===== src/rtl/mem_arb_pkg.sv =====
// Shared types for the unified memory-port arbiter.
package mem_arb_pkg;

  typedef enum logic [1:0] {IDLE, ISSUE, WAIT, DONE} state_e;
  typedef enum logic {OWN_IF, OWN_MEM} owner_e;

  localparam logic [31:0] NOP_INSTR = 32'h0000_0000;

endpackage


===== src/rtl/mem_arb_watchdog.sv =====
// Counts WAIT cycles of a read; flags expiry on the TIMEOUT-th cycle without response.
module mem_arb_watchdog #(
  parameter int TIMEOUT = 15
) (
  input  logic clk,
  input  logic reset,
  input  logic start_i,
  input  logic active_i,
  output logic expired_o
);

  localparam int CW = $clog2(TIMEOUT + 1);

  logic [CW-1:0] cnt_q, cnt_d;

  always_comb begin
    cnt_d = cnt_q;
    if (start_i) begin
      cnt_d = '0;
    end else if (active_i) begin
      cnt_d = cnt_q + 1'b1;
    end
  end

  always_ff @(posedge clk or posedge reset) begin
    if (reset) begin
      cnt_q <= '0;
    end else begin
      cnt_q <= cnt_d;
    end
  end

  // cnt_q is 0 in the first WAIT cycle, so this marks the TIMEOUT-th one.
  assign expired_o = active_i && (cnt_q == CW'(TIMEOUT - 1));

endmodule


===== src/rtl/mem_port_arbiter.sv =====
// Shares one single-port memory bank between IF fetches and MEM loads/stores, MEM first.
// Define MEM_ARB_TIMEOUT_EN to abort reads stuck in WAIT after TIMEOUT cycles.
module mem_port_arbiter
  import mem_arb_pkg::*;
#(
  parameter int ADDR_W  = 32,
  parameter int DATA_W  = 32,
  parameter int TIMEOUT = 15
) (
  input  logic              clk,
  input  logic              reset,
  input  logic              if_req,
  input  logic [ADDR_W-1:0] if_addr,
  output logic [DATA_W-1:0] if_rdata,
  output logic              if_done,
  output logic              if_stall,
  input  logic              mem_rd,
  input  logic              mem_wr,
  input  logic [ADDR_W-1:0] mem_addr,
  input  logic [DATA_W-1:0] mem_wdata,
  output logic [DATA_W-1:0] mem_rdata,
  output logic              mem_done,
  output logic              mem_stall,
  output logic              bus_req,
  output logic              bus_we,
  output logic [ADDR_W-1:0] bus_addr,
  output logic [DATA_W-1:0] bus_wdata,
  input  logic              bus_gnt,
  input  logic              bus_rvalid,
  input  logic [DATA_W-1:0] bus_rdata,
  output logic              timeout_err
);

  if (TIMEOUT < 1) begin : g_bad_timeout
    $error("mem_port_arbiter: TIMEOUT must be at least 1");
  end

  state_e            state_q, state_d;
  owner_e            owner_q, owner_d;
  logic              we_q, we_d;
  logic [ADDR_W-1:0] addr_q, addr_d;
  logic [DATA_W-1:0] wdata_q, wdata_d;
  logic [DATA_W-1:0] if_rdata_q, if_rdata_d;
  logic [DATA_W-1:0] mem_rdata_q, mem_rdata_d;
  logic              wd_expired;

  always_comb begin
    state_d     = state_q;
    owner_d     = owner_q;
    we_d        = we_q;
    addr_d      = addr_q;
    wdata_d     = wdata_q;
    if_rdata_d  = if_rdata_q;
    mem_rdata_d = mem_rdata_q;
    case (state_q)
      IDLE: begin
        if (mem_rd || mem_wr) begin
          owner_d = OWN_MEM;
          we_d    = mem_wr;
          addr_d  = mem_addr;
          wdata_d = mem_wdata;
          state_d = ISSUE;
        end else if (if_req) begin
          owner_d = OWN_IF;
          we_d    = 1'b0;
          addr_d  = if_addr;
          state_d = ISSUE;
        end
      end
      ISSUE: begin
        if (bus_gnt) begin
          state_d = we_q ? DONE : WAIT;
        end
      end
      WAIT: begin
        if (bus_rvalid || wd_expired) begin
          // A watchdog abort hands the requester a NOP instead of bus data.
          if (owner_q == OWN_IF) begin
            if_rdata_d = bus_rvalid ? bus_rdata : DATA_W'(NOP_INSTR);
          end else begin
            mem_rdata_d = bus_rvalid ? bus_rdata : DATA_W'(NOP_INSTR);
          end
          state_d = DONE;
        end
      end
      DONE: begin
        state_d = IDLE;
      end
      default: state_d = IDLE;
    endcase
  end

  always_ff @(posedge clk or posedge reset) begin
    if (reset) begin
      state_q     <= IDLE;
      owner_q     <= OWN_IF;
      we_q        <= 1'b0;
      addr_q      <= '0;
      wdata_q     <= '0;
      if_rdata_q  <= '0;
      mem_rdata_q <= '0;
    end else begin
      state_q     <= state_d;
      owner_q     <= owner_d;
      we_q        <= we_d;
      addr_q      <= addr_d;
      wdata_q     <= wdata_d;
      if_rdata_q  <= if_rdata_d;
      mem_rdata_q <= mem_rdata_d;
    end
  end

  assign bus_req   = (state_q == ISSUE);
  assign bus_we    = we_q;
  assign bus_addr  = addr_q;
  assign bus_wdata = wdata_q;
  assign if_rdata  = if_rdata_q;
  assign mem_rdata = mem_rdata_q;
  assign if_done   = (state_q == DONE) && (owner_q == OWN_IF);
  assign mem_done  = (state_q == DONE) && (owner_q == OWN_MEM);
  assign if_stall  = if_req && !if_done;
  assign mem_stall = (mem_rd || mem_wr) && !mem_done;

`ifdef MEM_ARB_TIMEOUT_EN
  logic wd_start;
  logic timeout_err_q;

  assign wd_start = (state_q == ISSUE) && bus_gnt && !we_q;

  mem_arb_watchdog #(
    .TIMEOUT(TIMEOUT)
  ) u_watchdog (
    .clk      (clk),
    .reset    (reset),
    .start_i  (wd_start),
    .active_i (state_q == WAIT),
    .expired_o(wd_expired)
  );

  always_ff @(posedge clk or posedge reset) begin
    if (reset) begin
      timeout_err_q <= 1'b0;
    end else if (wd_expired && !bus_rvalid) begin
      timeout_err_q <= 1'b1;
    end
  end

  assign timeout_err = timeout_err_q;
`else
  assign wd_expired  = 1'b0;
  assign timeout_err = 1'b0;
`endif

endmodule


===== config.mk =====
export PLATFORM = sky130hd
export DESIGN_NAME = mem_port_arbiter
export DESIGN_NICKNAME = d
export VERILOG_FILES = /design/src/rtl/mem_arb_pkg.sv /design/src/rtl/mem_arb_watchdog.sv /design/src/rtl/mem_port_arbiter.sv
export SDC_FILE = /design/constraint.sdc
export NUM_CORES = 1
export LEC_CHECK = 0
export BUFFER_PORTS_ARGS = -buffer_cell sky130_fd_sc_hd__buf_2
export CORE_ASPECT_RATIO = 0.8
export CORE_MARGIN = 2
export CORE_UTILIZATION = 25
export CTS_CLUSTER_DIAMETER = 50
export DETAILED_ROUTE_END_ITERATION = 12
export PLACE_DENSITY = 0.57
export SYNTH_ARGS = -nofsm -noshare
export SYNTH_HDL_FRONTEND = slang
export SYNTH_HIERARCHICAL = 1
export SYNTH_SLANG_ARGS = --single-unit
export TNS_END_PERCENT = 20

===== constraint.sdc =====
create_clock -name clk -period 11.5 [get_ports clk]
set_clock_uncertainty 0.15 [all_clocks]
set_input_delay 0.575 -clock clk [delete_from_list [all_inputs] [get_ports clk]]
set_output_delay 0.575 -clock clk [all_outputs]
set_load 0.02 [all_outputs]

== Word level (Yosys, flattened, before mapping) ==
Cells that the tools add are included.
Widths: inputs -> output; s select.

* Bits in registers: 132
* Output and inout bits: 135

* Bitwise logic cells: 1
* Muxes and demuxes: 11
* Eq/ne operators: 6
* Reduce and logical (&&, ||, !) cells: 14

{| class="wikitable"
|+ Operators with widths
! kind !! number
|-
| $mux 32 || 2
|-
| $reduce_and 3->1 || 3
|-
| $mux 2 || 4
|-
| $pmux 2 s4 || 1
|-
| $eq 2x2->1 const B || 2
|-
| $logic_and 1x1->1 || 4
|-
| $mux 1 || 4
|-
| $reduce_and 2->1 || 2
|-
| $ne 3x3->1 const B || 1
|-
| $eq 2x1->1 const B || 1
|-
| $logic_not 1->1 || 2
|-
| $logic_not 2->1 || 1
|-
| $ne 2x1->1 const B || 1
|-
| $ne 2x2->1 const B || 1
|-
| $reduce_bool 2->1 || 1
|-
| $logic_or 1x1->1 || 1
|-
| $not 1->1 || 1
|}

== Longest topological paths before layout ==
* Depth after elaboration: 4
* Mapped depth: 7

== Worst setup path after synthesis ==
Ideal clock, no wire load.

* Path type: input port to output port
* Start: in mem_wr
* End: out mem_stall
* Cell stages on the path: 3
* Data required time: 10.775 ns
* Arrival time: 1.167 ns
* Path slack: 9.608 ns
* Buffers on the path: 1
* Cells stage by stage: nor2_2 -> buf_4 -> nor2_1

* Longest elaborated chain between the ends: 2

{| class="wikitable"
|+ Ends and longest elaborated chain
! what !! RTL line !! source
|-
| start: declaration || mem_port_arbiter.sv:18 || <nowiki>input logic mem_wr,</nowiki>
|-
| $logic_or 1x1->1 || mem_port_arbiter.sv:122 || <nowiki>assign mem_stall = (mem_rd || mem_wr) && !mem_done;</nowiki>
|-
| $logic_and 1x1->1 || mem_port_arbiter.sv:122 ||
|-
| end: declaration || mem_port_arbiter.sv:23 || <nowiki>output logic mem_stall,</nowiki>
|}

Every way passes these cells.

== Final worst setup path ==
* Start: reg state_q[0]
* End: reg if_rdata_q[4], in the netlist if_rdata[4]

* Longest elaborated chain between the ends: 2

{| class="wikitable"
|+ Ends and longest elaborated chain
! what !! RTL line !! source
|-
| start: declaration || mem_port_arbiter.sv:38 || <nowiki>state_e state_q, state_d;</nowiki>
|-
| start signal: assignment || mem_port_arbiter.sv:103 || <nowiki>state_q <= state_d;</nowiki>
|-
| $eq 2x2->1 || mem_port_arbiter.sv:55 || <nowiki>case (state_q)</nowiki>
|-
| $reduce_and 3->1 (no line) || n/a ||
|-
| end signal: assignment || mem_port_arbiter.sv:108 || <nowiki>if_rdata_q <= if_rdata_d;</nowiki>
|-
| end: declaration || mem_port_arbiter.sv:43 || <nowiki>logic [DATA_W-1:0] if_rdata_q, if_rdata_d;</nowiki>
|}

Every way passes these cells.
A chain may end at the register's enable or synchronous reset.

==> results.py <==
metrics = {
    "layout": {
        "fin_nets": 784,
        "finish.utilization": 0.363,
        "layout-drive-gt1-share": 0.618,
        "final_area_sq_mm": 0.00754,
        "area_delta_synth_final_pct": 41.9,
    },
    "sta": {
        "setup_viol": 0,
        "finalWorstSetupSlack_ns": 9.13,
        "finalHoldViolations": 0,
        "relSlewSlack": 0.295,
        "min_period_over_period": 0.206,
        "worstMarginPinSlew_ns": 1.05,
        "max_freq_mhz": 422,
        "fin_setup_tns_ns": 0,
        "rsz0062_at_grt": "false",
        "drv_slew": 0,
        "final.min_clock_period_ns": 2.37,
    },
    "setup_path": {
        "cp.required_ns": 11.64,
        "cp.arrival_ns": 2.51,
        "cp_slowest_cell": "nand3b_1",
        "r2r_end": "if_rdata[4]",
        "critical_path.top_delay_family": "simple AND/OR/NAND/NOR gates",
        "critPathLaunchType": "register",
        "path_cells": "inv_1 > ha_1 > nand3b_1 > buf_4 > mux2_2",
        "crit_type": "register to register",
        "cp-end-kind": "register",
        "r2r_cells": 5,
        "worstPathMaxFanout": 19,
        "r2r_start": "state_q[0]",
        "reg2reg_setup_slack_ns": 9.13,
        "slowest_delay_ns": 0.57,
        "critPathBufInv": 2,
    },
    "placed_design": {
        "place_congestion": 0.711,
        "hpwl_um": 9710,
        "dpl-instance-area_sq_mm": 0.00694,
        "post-place-ws_ns": 9.09,
        "placement.io_buffers": 268,
    },
    "global_routing": {
        "antenna_found_initial": 1,
        "globalRouteMet2Util": 0.194,
        "grtUsageMet1": 0.147,
        "grt_use_met3": 0.0496,
        "top_usage_layer": "met2",
        "grt_pass1_vias": 4058,
        "gr-usage-all-layers": 0.121,
        "grt_max_degree": 70,
        "overflow": 0,
        "grt_first_pass_wirelength_um": 21200,
    },
    "routing": {
        "route.vias.total": 3803,
        "via_per_inst": 4.10,
        "drt-total-wl_um": 13200,
        "wl_per_cell_um": 14.3,
        "drt_pass1_iterations": 4,
        "detail-route-antenna-nets": 0,
        "drc": 0,
        "drt-initial-drc-count": 135,
    },
    "floorplan": {
        "initial_utilization": 0.256,
        "die-area_sq_mm": 0.0224,
        "die_h_um": 134,
        "coreArea_sq_mm": 0.0208,
        "rows": 47,
        "die_width_um": 167,
        "io_pins": 270,
    },
    "clock_network": {
        "cts_tree": "built",
        "ctsLongestPathBuffers": 2,
        "postCtsSetupRepairBufs": 0,
        "cts_sinks": 132,
        "clock_latency_ns": 0.41,
        "h-tree-depth": 4,
        "hold_buffers": 0,
        "cts_resized": 0,
        "clk_pin_slew_ns": 0.06,
        "clockRootBuffer": "clkbuf_16",
        "cts_buffers": 17,
    },
    "logic_synthesis": {
        "ys_types": 24,
        "synth_top_cells_by_area": "dfrtp_1 62%, mux2_2 21%, mux2i_1 6.2%",
        "synth_compound_area_frac": 0.0382,
        "postSynthAreaPerCell_sq_um": 14.2,
        "synth-seq-area-share": 0.622,
        "netlist_area_sq_mm": 0.00531,
        "synth_top_area_share": 0.622,
        "synthMuxAreaShare": 0.268,
        "synth_top_family_by_area": "multiplexers",
        "ys_warn_count": 6,
        "synthAdderAreaFrac": 0.0118,
        "yosysTopAreaCell": "dfrtp_1",
        "synthSimpleGateAreaFrac": 0.0339,
        "synth_xor_xnor_area_share": 0,
        "postSynthRegisterBits": 132,
        "synth_nets": 513,
        "syn_inst": 373,
    },
    "run": {
        "maxCapViolCount": 0,
    },
    "power": {
        "power_uw": 2330,
        "power.leakage_uw": 0.00377,
        "p_per_area_mw_per_mm2": 309,
        "max-vdd-ir-drop_mv": 0.135,
    },
    "outcome": {
        "status": "completed",
    },
    "hold_path": {
        "hold_class": "primary input to async pin",
    },
}
-- power by group --
| part | switching, uW | internal (uW) | total (uW) |
|---|---|---|---|
| Combinational | 580 | 395 | 975 |
| Sequential | 114 | 701 | 814 |
| Clock | 206 | 336 | 542 |
| Total | 899 | 1430 | 2330 |
-- flip-flops by register name (all words and copies together), names as in the netlist --
| signal | count |
|---|---|
| bus_addr | 32 |
| state_q | 2 |
| owner_q | 1 |
| if_rdata | 32 |
| mem_rdata | 32 |
| bus_we | 1 |
| bus_wdata | 32 |
-- worst max path at each step --
stage	start	to	slack [ns]	cells after the start
6_report	state_q[0]	if_rdata[4]	9.13	5
5_1_grt	state_q[0]	mem_rdata[11]	8.98	4
4_1_cts	state_q[0]	if_rdata[4]	9.09	5
3_5_place_dp	state_q[0]	if_rdata[8]	9.09	5
3_3_place_gp	mem_wr	bus_wdata[29]	9.15	3
2_1_floorplan	reset	bus_addr[0]	7.25	1
-- per-layer routing --
metal  routed length [um]  part of all wire
met2                 6200              0.47
met4                  219             0.017
met1                 5720              0.43
met5                    0                 0
met3                 1110             0.083
-- through the flow --
stage	cells	hold WS, ns
6_report	927	0.0656
4_1_cts	926	0.0915
5_1_grt	926	0.113
3_3_place_gp	894	0.309
2_1_floorplan	373	0.343
3_5_place_dp	894	0.316
-- cell families after synthesis --
| logic type | count (synthesis) |
|---|---|
| other | 1 |
| adders and majority gates | 5 |
| AOI/OAI and AO/OA | 37 |
| muxes | 130 |
| and+or+nand+nor | 43 |
| buffers and inverters | 25 |
| DFF | 132 |
-- final cells by class --
class / instances / area (sq um)
Fill cell: 2093 / 13200
Sequential cell: 132 / 3300
Multi-Input combinational cell: 216 / 1900
Timing Repair Buffer: 272 / 1370
Clock buffer: 20 / 467
Tap cell: 269 / 337
Clock inverter: 12 / 129
Inverter: 5 / 23.8
Antenna cell: 1 / 2.50
-- layout by cell type, fill, tap and decap left out --
cell type / instances
buf_2: 268
nand3b_1: 1
inv_1: 4
conb_1: 1
clkinvlp_4: 3
inv_6: 2
o21ai_0: 32
dfrtp_1: 132
clkinv_4: 2
buf_4: 4
and2_1: 1
clkinv_2: 4
and3_1: 1
clkbuf_16: 17
ha_1: 5
nor2_4: 1
a22o_1: 1
nor2b_1: 2
o31ai_4: 1
nand2_1: 34
diode_2: 1
a222oi_1: 1
nand3_2: 1
o21ai_4: 1
mux2_2: 97
clkbuf_8: 3
a211oi_1: 1
mux2i_1: 33
nor3_1: 1
nor2_1: 1
bufinv_16: 2
-- cell usage after synthesis --
cell      number
a22o_1         1
and2_1         1
buf_2         10
conb_1         1
nor2_2         1
and3_1         1
nor2_1         1
buf_4          8
nand2_1       34
o31ai_1        1
dfrtp_1      132
mux2i_1       33
nand3b_1       1
ha_1           5
a222oi_1       1
inv_1          5
mux2_2        97
nor3_1         1
nor2b_1        2
o21ai_2        1
clkbuf_1       2
o21ai_0       32
a211oi_1       1
nand3_1        1
-- worst reg2reg max path, cell delays in order, from the launching register on --
cell and delay [ns]:
dfrtp_1 0.38, inv_1 0.11, ha_1 0.25, nand3b_1 0.57, buf_4 0.41, mux2_2 0.38
Power figures use the tool's default switching activity.
